### config.mk
export PLATFORM = sky130hd
export DESIGN_NAME = taxi_eth_mac_addr_swap
export DESIGN_NICKNAME = d
export VERILOG_FILES = /design/src/rtl/taxi_eth_mac_addr_swap.sv
export SDC_FILE = /design/constraint.sdc
export NUM_CORES = 1
export LEC_CHECK = 0
export BUFFER_PORTS_ARGS = -buffer_cell sky130_fd_sc_hd__buf_4
export CAP_MARGIN = 40
export CORE_MARGIN = 2
export CORE_UTILIZATION = 50
export CTS_BUF_LIST = sky130_fd_sc_hd__clkbuf_8
export DETAILED_ROUTE_END_ITERATION = 10
export GPL_TIMING_DRIVEN = 0
export PLACE_DENSITY_LB_ADDON = 0.3
export SYNTH_ARGS = -nofsm -noshare
export SYNTH_HDL_FRONTEND = slang
export SYNTH_SLANG_ARGS = --single-unit
### constraint.sdc
create_clock -name clk -period 7.46 [get_ports clk]
set_clock_uncertainty 0.05 [all_clocks]
set_input_delay 1.492 -clock clk [delete_from_list [all_inputs] [get_ports clk]]
set_output_delay 1.492 -clock clk [all_outputs]
set_load 0.02 [all_outputs]
### src/rtl/taxi_eth_mac_addr_swap.sv
// Swaps Ethernet destination and source MAC addresses on a 64-bit AXI stream.
// Beat 0 is parked in a hold register, and each frame flows through a two-entry output buffer.
module taxi_eth_mac_addr_swap #(
    parameter int DATA_W = 64,
    parameter int KEEP_W = 8,
    parameter int ID_W   = 8,
    parameter int USER_W = 1
) (
    input  logic              clk,
    input  logic              rst,

    input  logic [DATA_W-1:0] s_axis_tdata,
    input  logic [KEEP_W-1:0] s_axis_tkeep,
    input  logic              s_axis_tvalid,
    output logic              s_axis_tready,
    input  logic              s_axis_tlast,
    input  logic [ID_W-1:0]   s_axis_tid,
    input  logic [USER_W-1:0] s_axis_tuser,

    output logic [DATA_W-1:0] m_axis_tdata,
    output logic [KEEP_W-1:0] m_axis_tkeep,
    output logic              m_axis_tvalid,
    input  logic              m_axis_tready,
    output logic              m_axis_tlast,
    output logic [ID_W-1:0]   m_axis_tid,
    output logic [USER_W-1:0] m_axis_tuser,

    input  logic              cfg_enable,
    output logic [31:0]       stat_swap_cnt,
    output logic [15:0]       stat_runt_cnt
);

    typedef struct packed {
        logic [DATA_W-1:0] data;
        logic [KEEP_W-1:0] keep;
        logic              last;
        logic [ID_W-1:0]   id;
        logic [USER_W-1:0] user;
        logic              inc_swap;
        logic              inc_runt;
    } beat_t;

    typedef enum logic [1:0] {StIdle, StHold, StBody} state_e;

    state_e      state_q, state_d;
    beat_t       hold_q, hold_d;
    logic        swap_q, swap_d;
    beat_t       ent0_q, ent0_d, ent1_q, ent1_d;
    logic [1:0]  cnt_q, cnt_d;
    logic [31:0] swap_cnt_q, swap_cnt_d;
    logic [15:0] runt_cnt_q, runt_cnt_d;

    beat_t       in_beat, swp0, swp1, push_a, push_b;
    logic        push_a_en, push_b_en;
    logic        s_fire, m_fire, beat1_runt;
    logic [1:0]  free;

    assign m_axis_tvalid = (cnt_q != 2'd0) && !rst;
    assign m_fire        = m_axis_tvalid && m_axis_tready;
    assign s_fire        = s_axis_tvalid && s_axis_tready;
    // Buffer slots available at the coming edge, counting the beat being drained now.
    assign free          = 2'd2 - cnt_q + {1'b0, m_fire};
    assign beat1_runt    = s_axis_tlast && (s_axis_tkeep[3:0] != 4'hF);

    assign m_axis_tdata  = ent0_q.data;
    assign m_axis_tkeep  = ent0_q.keep;
    assign m_axis_tlast  = ent0_q.last;
    assign m_axis_tid    = ent0_q.id;
    assign m_axis_tuser  = ent0_q.user;
    assign stat_swap_cnt = swap_cnt_q;
    assign stat_runt_cnt = runt_cnt_q;

    always_ff @(posedge clk) begin
        if (rst) begin
            state_q <= StIdle;
        end else begin
            state_q <= state_d;
        end
    end

    always_comb begin
        state_d = state_q;
        case (state_q)
            StIdle:  if (s_fire && !s_axis_tlast) state_d = StHold;
            StHold:  if (s_fire) state_d = s_axis_tlast ? StIdle : StBody;
            StBody:  if (s_fire && s_axis_tlast) state_d = StIdle;
            default: state_d = StIdle;
        endcase
    end

    // The HOLD stage emits two beats at once, so it needs both buffer slots.
    always_comb begin
        s_axis_tready = 1'b0;
        if (!rst) begin
            case (state_q)
                StHold:  s_axis_tready = (free == 2'd2);
                default: s_axis_tready = (free != 2'd0);
            endcase
        end
    end

    always_comb begin
        in_beat      = '0;
        in_beat.data = s_axis_tdata;
        in_beat.keep = s_axis_tkeep;
        in_beat.last = s_axis_tlast;
        in_beat.id   = s_axis_tid;
        in_beat.user = s_axis_tuser;

        swp0      = hold_q;
        swp0.data = {hold_q.data[15:0], s_axis_tdata[31:0], hold_q.data[63:48]};
        swp1      = in_beat;
        swp1.data = {s_axis_tdata[63:32], hold_q.data[47:16]};

        hold_d    = hold_q;
        swap_d    = swap_q;
        push_a_en = 1'b0;
        push_b_en = 1'b0;
        push_a    = '0;
        push_b    = '0;

        if (s_fire) begin
            case (state_q)
                StIdle: begin
                    if (s_axis_tlast) begin
                        push_a_en        = 1'b1;
                        push_a           = in_beat;
                        push_a.inc_runt  = cfg_enable;
                    end else begin
                        hold_d = in_beat;
                        swap_d = cfg_enable;
                    end
                end
                StHold: begin
                    push_a_en = 1'b1;
                    push_b_en = 1'b1;
                    if (swap_q && !beat1_runt) begin
                        push_a          = swp0;
                        push_b          = swp1;
                        push_b.inc_swap = 1'b1;
                    end else begin
                        push_a          = hold_q;
                        push_b          = in_beat;
                        push_b.inc_runt = swap_q && beat1_runt;
                    end
                end
                default: begin
                    push_a_en = 1'b1;
                    push_a    = in_beat;
                end
            endcase
        end
    end

    always_comb begin
        ent0_d = ent0_q;
        ent1_d = ent1_q;
        cnt_d  = cnt_q;
        if (m_fire) begin
            ent0_d = ent1_q;
            cnt_d  = cnt_q - 2'd1;
        end
        if (push_a_en) begin
            if (cnt_d == 2'd0) begin
                ent0_d = push_a;
            end else begin
                ent1_d = push_a;
            end
            cnt_d = cnt_d + 2'd1;
        end
        // push_b only happens when the buffer drains to empty, so it lands behind push_a.
        if (push_b_en) begin
            ent1_d = push_b;
            cnt_d  = cnt_d + 2'd1;
        end
    end

    always_comb begin
        swap_cnt_d = swap_cnt_q;
        runt_cnt_d = runt_cnt_q;
        if (m_fire && ent0_q.inc_swap) begin
            swap_cnt_d = swap_cnt_q + 32'd1;
        end
        if (m_fire && ent0_q.inc_runt && (runt_cnt_q != 16'hFFFF)) begin
            runt_cnt_d = runt_cnt_q + 16'd1;
        end
    end

    always_ff @(posedge clk) begin
        if (rst) begin
            hold_q     <= '0;
            swap_q     <= 1'b0;
            ent0_q     <= '0;
            ent1_q     <= '0;
            cnt_q      <= 2'd0;
            swap_cnt_q <= 32'd0;
            runt_cnt_q <= 16'd0;
        end else begin
            hold_q     <= hold_d;
            swap_q     <= swap_d;
            ent0_q     <= ent0_d;
            ent1_q     <= ent1_d;
            cnt_q      <= cnt_d;
            swap_cnt_q <= swap_cnt_d;
            runt_cnt_q <= runt_cnt_d;
        end
    end

endmodule
==> metrics.txt, run 1 <==
antenna violation net count after detailed routing=0; syn_area_per_cell=between 8 and 9 um^2; Rows=62; Max Cap Viol=0; vias in the first global route=around 13000; die outline width=about 180 um; Sw Share=between 30% and 40%; worst hold path type=reg2reg; worst reg-to-reg setup slack=about 2800 ps; via count=approximately 14000; fin. max-slew vios=0; RSZ-0062 raised after global routing=false; core area=slightly below 0.03 mm^2; status=finished, final reports clean; Layout area overhead=21.29%; number of nets in the layout=2086; net count after synthesis=1817; Ant. Diodes=0; P_sw=~2.1 mW; startpoint types=input port; leading area contributor after synthesis=dfxtp_1; Post-synth EDFFs=0; Design Area, Final=0.01793 mm^2; most common cell after layout, fill and taps aside=nand2_1; final wirelength=46910 um; IO Count=between 200 and 250; Comb pwr share=a little under two fifths; gpl congestion=0.9748; worst-margin pin slew=approximately 980 ps; most frequent cells in the layout=nand2_1, buf_4, dfxtp_1; period utilization=80.90%; antenna violations before repair=1; Post-Place Cell Area=approximately 0.017 mm^2; synthesized cell area=around 0.015 mm^2; Initial DRT Pass Iterations=5; PwrDens=between 300 and 400 mW/mm^2; Yosys warnings=0; fill cell count=between 2000 and 3000; Die H=175.9 um; die footprint=0.03096 mm^2; clk slew on worst S/H paths=60 ps; Worst Path Required=between 5000 and 6000 ps; Max VDD drop=about 0.17 mV; f_max=0.1657 GHz; share of power burned in registers=a little over a third; count of different cell masters after synthesis=60; Remaining Overflow, GRT=0; post-detail-place hpwl=around 35000 um; Worst Setup Path Type=in2out; total setup buffers inserted after CTS=0; Slew Limit Headroom=approximately a third; share of layout cells above drive strength 1=between 20% and 30%; H-tree lvl count=2; Tot GR Track Use=between 20% and 30%; ys flop type=dfxtp_1; initial DRC count=between 1000 and 1500; leakage=slightly above 7 nW; crit path cell chain=buf_4, nor3b_2, inv_1, clkbuf_1, clkbuf_1, ha_1, xor2_2, nand2_1, and3_1, buf_4; final setup TNS=0 ps; minimum clock period=~6000 ps; largest net degree at the start of global routing=13; starting density of the core=about 51%; CTS tree=done; first-pass GRT wire length=approximately 72000 um; Internal Pwr Total=3.517 mW; DR vias/cell=5.799; Post-synth ARST share=0%; Slowest Stage Delay on Critical Path=between 500 and 600 ps; Yosys top cell area share=about two fifths; hold_buf cts=0; critical path arrival=4490 ps; CTS buffer count=50; number of I/O port buffers=217; clk sink count=roughly 300; CP bufs+invs=5; clock power share=26.6%; Worst-Skew Late Latency=between 500 and 600 ps; endpoint class of the critical path=primary output; CTS resizes=0; crit-path max FO=10; Critical Path Slowest Stage Cell=nor3b_2; final setup fails=0; Final Hold Fails=0; root buffer cell=clkbuf_8; DR DRC count=0; top post-synthesis cells by area=dfxtp_1, nand2_1, mux2_2; synthesis-stage register bit count=a little over 300; register area share after synthesis=40.90%; clk buf depth=3; Synth Instances=approximately 1700; routed len/inst=between 15 and 20 um; CP delay by family, top=buffers and inverters
-- routing by layer --
layer  up-vias  GRT usage (%)  wire [um]
met3       141          5.512       3936
li1       6584              -          -
met5         -              0          0
met2       654          47.06      21260
met4         0          13.46       2070
met1      6648          38.59      19650
-- power by group through the flow --
stage	sequential, mW	combinational, mW	clock [mW]
finish	2.05	2.08	1.49
global route	2.07	2.22	1.58
CTS	2.04	2.05	1.50
detailed placement	2.07	2.04	0
global placement	2.07	2.00	0
floorplan	2.02	1.41	0
-- synthesized netlist by cell type (2+ instances only) --
cell	n
or4_1	3
o21ai_1	9
mux2i_1	24
a22oi_1	21
nand2b_1	2
and3_1	7
nor2_1	74
o41ai_1	2
or3_1	5
o21ai_0	29
o211a_1	17
buf_6	10
nor3_1	19
nor3b_2	2
a31oi_1	2
xnor2_1	25
a21oi_1	142
nor4_1	7
and4_1	5
buf_1	4
nand3_1	31
clkbuf_1	75
a221oi_2	52
buf_2	46
a221oi_1	24
mux2_2	78
and2_1	5
buf_4	93
inv_1	13
dfxtp_1	302
nand4_1	18
nand2_1	453
a311oi_1	65
xor2_1	15
ha_1	5
a32oi_1	17
-- worst register-to-register path, delay by kind of cell (launching register included) --
kind / cells / cell delay (ps)
buffers and inverters: 5 / 1510
and+or+nand+nor: 2 / 1090
xor gates and xnor gates: 1 / 710
adders and majority gates: 2 / 570
DFF: 1 / 400
AOI/OAI and AO/OA: 2 / 270
-- state kept, by name, summed over array words and instances (netlist names) --
register       cells
ent0_q             2
state_q            2
hold_q            81
m_axis_tlast       1
swap_q             1
m_axis_tkeep       8
stat_swap_cnt     32
cnt_q              2
m_axis_tdata      64
m_axis_tid         8
stat_runt_cnt     16
m_axis_tuser       1
ent1_q            84
-- metrics by stage --
stage	std cells	hold WS (ps)	power (mW)	setup WS (ps)	util, %
floorplan	1725	382.9	3.423	2597	-
global placement	2326	390.3	4.072	1532	58.38
detailed placement	2326	396.2	4.111	1535	58.38
CTS	2419	404.2	5.597	1527	61.96
global route	2419	421.9	5.874	1256	61.96
finish	2419	404.4	5.618	1425	61.96
-- path summary, 6_finish.rpt --
path	startpoint	end	depth (start not counted)
max	rst	s_axis_tready	10
min	ent1_q[15]	ent1_q[15]	2
max reg2reg	cnt_q[1]	cnt_q[1]	12
min reg2reg	ent1_q[15]	ent1_q[15]	2
-- area by class of cell --
| class | instances | area (um^2) | share of cell area (%) |
|---|---|---|---|
| Tap cell | 384 | 480.5 | 2.680 |
| Buffer | 228 | 1338 | 7.460 |
| Inverter | 14 | 52.55 | 0.2931 |
| Timing Repair Buffer | 217 | 1629 | 9.086 |
| Sequential cell | 302 | 6046 | 33.72 |
| Clock inverter | 28 | 142.6 | 0.7955 |
| Clock buffer | 65 | 894.6 | 4.990 |
| Multi-Input combinational cell | 1181 | 7347 | 40.98 |
-- cells by family (layout without fill, tap and decap cells) --
logic type	Yosys count	in the layout	share of synthesized area [%]
adders and majority gates	5	5	0.4232
xor gates and xnor gates	41	41	2.480
DFF	302	302	40.90
and+or+nand+nor	644	644	18.48
AOI/OAI and AO/OA	389	389	20.75
buffers and inverters	242	552	9.403
muxes	102	102	7.567
(Power assumes the default switching activity.)
==> inputs of run 2 (changes only) <==
Settings changed: ABC_AREA from default to 1.
Clock period 7.46 ns to 5.1 ns, I/O delays scaled along.
==> metrics.txt, run 2 <==
Post-synth top cells=nand2_1, nor2_1, dfxtp_1, o21ai_0, inv_1; CTS resizes=0; post-detail-place hpwl=between 40000 and 50000 um; largest register by flop count=ent1_q; ys flop type=dfxtp_1; share of layout cells above drive strength 1=between 15 and 20%; CTS tree=done; Rows=between 60 and 70; critical path arrival=between 3000 and 4000 ps; number of nets in the layout=roughly 3000; period utilization=between 80% and 90%; root buffer cell=clkbuf_8; Yosys top cell area share=37.08%; most common cell after layout, fill and taps aside=nand2_1; Design Area, Final=0.01965 mm^2; CTS buffer count=between 50 and 60; via count=about 18000; count of different cell masters after synthesis=40; core area=about 0.032 mm^2; Initial DRT Pass Iterations=6; gpl congestion=just under 1; Worst Setup Path Type=reg2out; total setup buffers inserted after CTS=0; final wirelength=62200 um; most common cell in the netlist=nand2_1; Layout area overhead=20.53%; vias in the first global route=16920; startpoint types=flip-flop; Max VDD drop=0.2179 mV; Synth Instances=2554; die outline width=approximately 180 um; DR vias/cell=around 5.5; Yosys warnings=0; Post-synth ARST share=0%; Post-Place Cell Area=roughly 0.019 mm^2; H-tree lvl count=2; DR DRC count=0; PwrDens=~350 mW/mm^2; net count after synthesis=2646; fin. max-slew vios=0; die footprint=about 0.034 mm^2; CP delay by family, top=buffers and inverters; Die H=approximately 180 um; syn_area_per_cell=around 6.4 um^2; CP bufs+invs=7; cell mode on critical path=inv_1; endpoint class of the critical path=primary output; clk sink count=between 300 and 400; routed len/inst=between 15 and 20 um; f_max=about 0.23 GHz; max FFs per register=84; Max Cap Viol=0; initial DRC count=roughly 2000; number of I/O port buffers=between 200 and 250; leading area contributor after synthesis=dfxtp_1; hold_buf cts=0; Worst-Skew Late Latency=about 610 ps; Post-synth EDFFs=0; top post-synthesis cells by area=dfxtp_1, nand2_1, o21ai_0; antenna violations before repair=0; leakage=roughly 8.6 nW; antenna violation net count after detailed routing=0; Remaining Overflow, GRT=0; RSZ-0062 raised after global routing=false; status=finished, final reports clean; fin worst setup slack=around 810 ps; worst-margin pin slew=around 880 ps; crit path cell chain=inv_1, ha_1, nor2_2, nand2_2, buf_2, clkbuf_1, ha_1, inv_1, nand3_1, nand2_1, clkinv_2, nand2_1, inv_1, buf_4; register area share after synthesis=between 30% and 40%; crit-path max FO=10; largest net degree at the start of global routing=14; first-pass GRT wire length=~94000 um; IO Count=between 200 and 250; synthesis-stage register bit count=just over 300; starting density of the core=a little over 50%; final setup TNS=0 ps; Ant. Diodes=0; Slowest Stage Delay on Critical Path=roughly 410 ps; clk slew on worst S/H paths=~70 ps; Tot GR Track Use=35.93%; DP Worst Slack=~900 ps; Critical Path Slowest Stage Cell=ha_1; minimum clock period=roughly 4300 ps; Final Hold Fails=0; Slew Limit Headroom=41.61%; clk buf depth=3; worst hold path type=reg2reg; most frequent cells in the layout=nand2_1, nor2_1, buf_4, dfxtp_1, o21ai_0; Worst Path Required=~4000 ps; synthesized cell area=0.01630 mm^2; final setup fails=0
[run 2: cell types whose count changed in the layout (fill, tap and decap cells not counted), sizes merged, moves of 67 or more]
cell	before	now
a21oi	142	209
a221oi	76	0
inv	34	257
mux2	78	0
nand2	454	601
nor2	74	388
o21ai	38	303
[run 2: final cells by class]
| class | count | area [um^2] |
|---|---|---|
| Clock inverter | 21 | 113.9 |
| Timing Repair Buffer | 219 | 1648 |
| Sequential cell | 302 | 6046 |
| Tap cell | 442 | 553.0 |
| Fill cell | 3201 | 12640 |
| Buffer | 250 | 1420 |
| Clock buffer | 75 | 1032 |
| Multi-Input combinational cell | 1756 | 7913 |
| Inverter | 246 | 925.9 |
[run 2: metrics by stage]
step	std cells	utilization [%]	power [mW]	hold WS (ps)
3_5_place_dp	3215	57.31	4.556	392.1
3_3_place_gp	3214	57.28	4.519	385.4
5_1_grt	3311	60.86	7.245	421.2
6_report	3311	60.86	6.971	402.1
2_1_floorplan	2554	-	3.871	374.5
4_1_cts	3311	60.86	6.913	399.9
[run 2: kinds of logic after synthesis]
group | Yosys count | synth area share (%)
AO/OA/AOI/OAI | 570 | 18.18
XOR/XNOR | 11 | 0.5909
adder cells (fa/ha/maj) | 5 | 0.3837
buffers and inverters | 496 | 14.39
flip-flops | 302 | 37.08
AND/OR/NAND/NOR | 1170 | 29.38
[run 2: power breakdown]
group	internal, mW	switching [mW]
clock	1.34	1.06
combinational	0.663	1.23
sequential	2.57	0.0982
[run 2: final timing paths]
check,startpoint,end,slack [ps],cells past startpoint
max reg2reg,cnt_q[0],ent1_q[58],1300,18
max,cnt_q[0],s_axis_tready,810,14
min,ent1_q[17],ent1_q[17],400,2
min reg2reg,ent1_q[17],ent1_q[17],400,2
[run 2: worst register-to-register path, delay by kind of cell (launching register included)]
kind                       cells  cell delay [ps]
AOI/OAI and AO/OA              1              170
adders and majority gates      2              630
buffers and inverters          7             1590
DFF                            1              350
and+or+nand+nor                8              960
[run 2: per-layer routing]
layer,wire [um],GRT usage [%]
met5,0,0
met2,27510,57.35
met4,3401,18.43
met3,6568,7.469
met1,24720,45.84
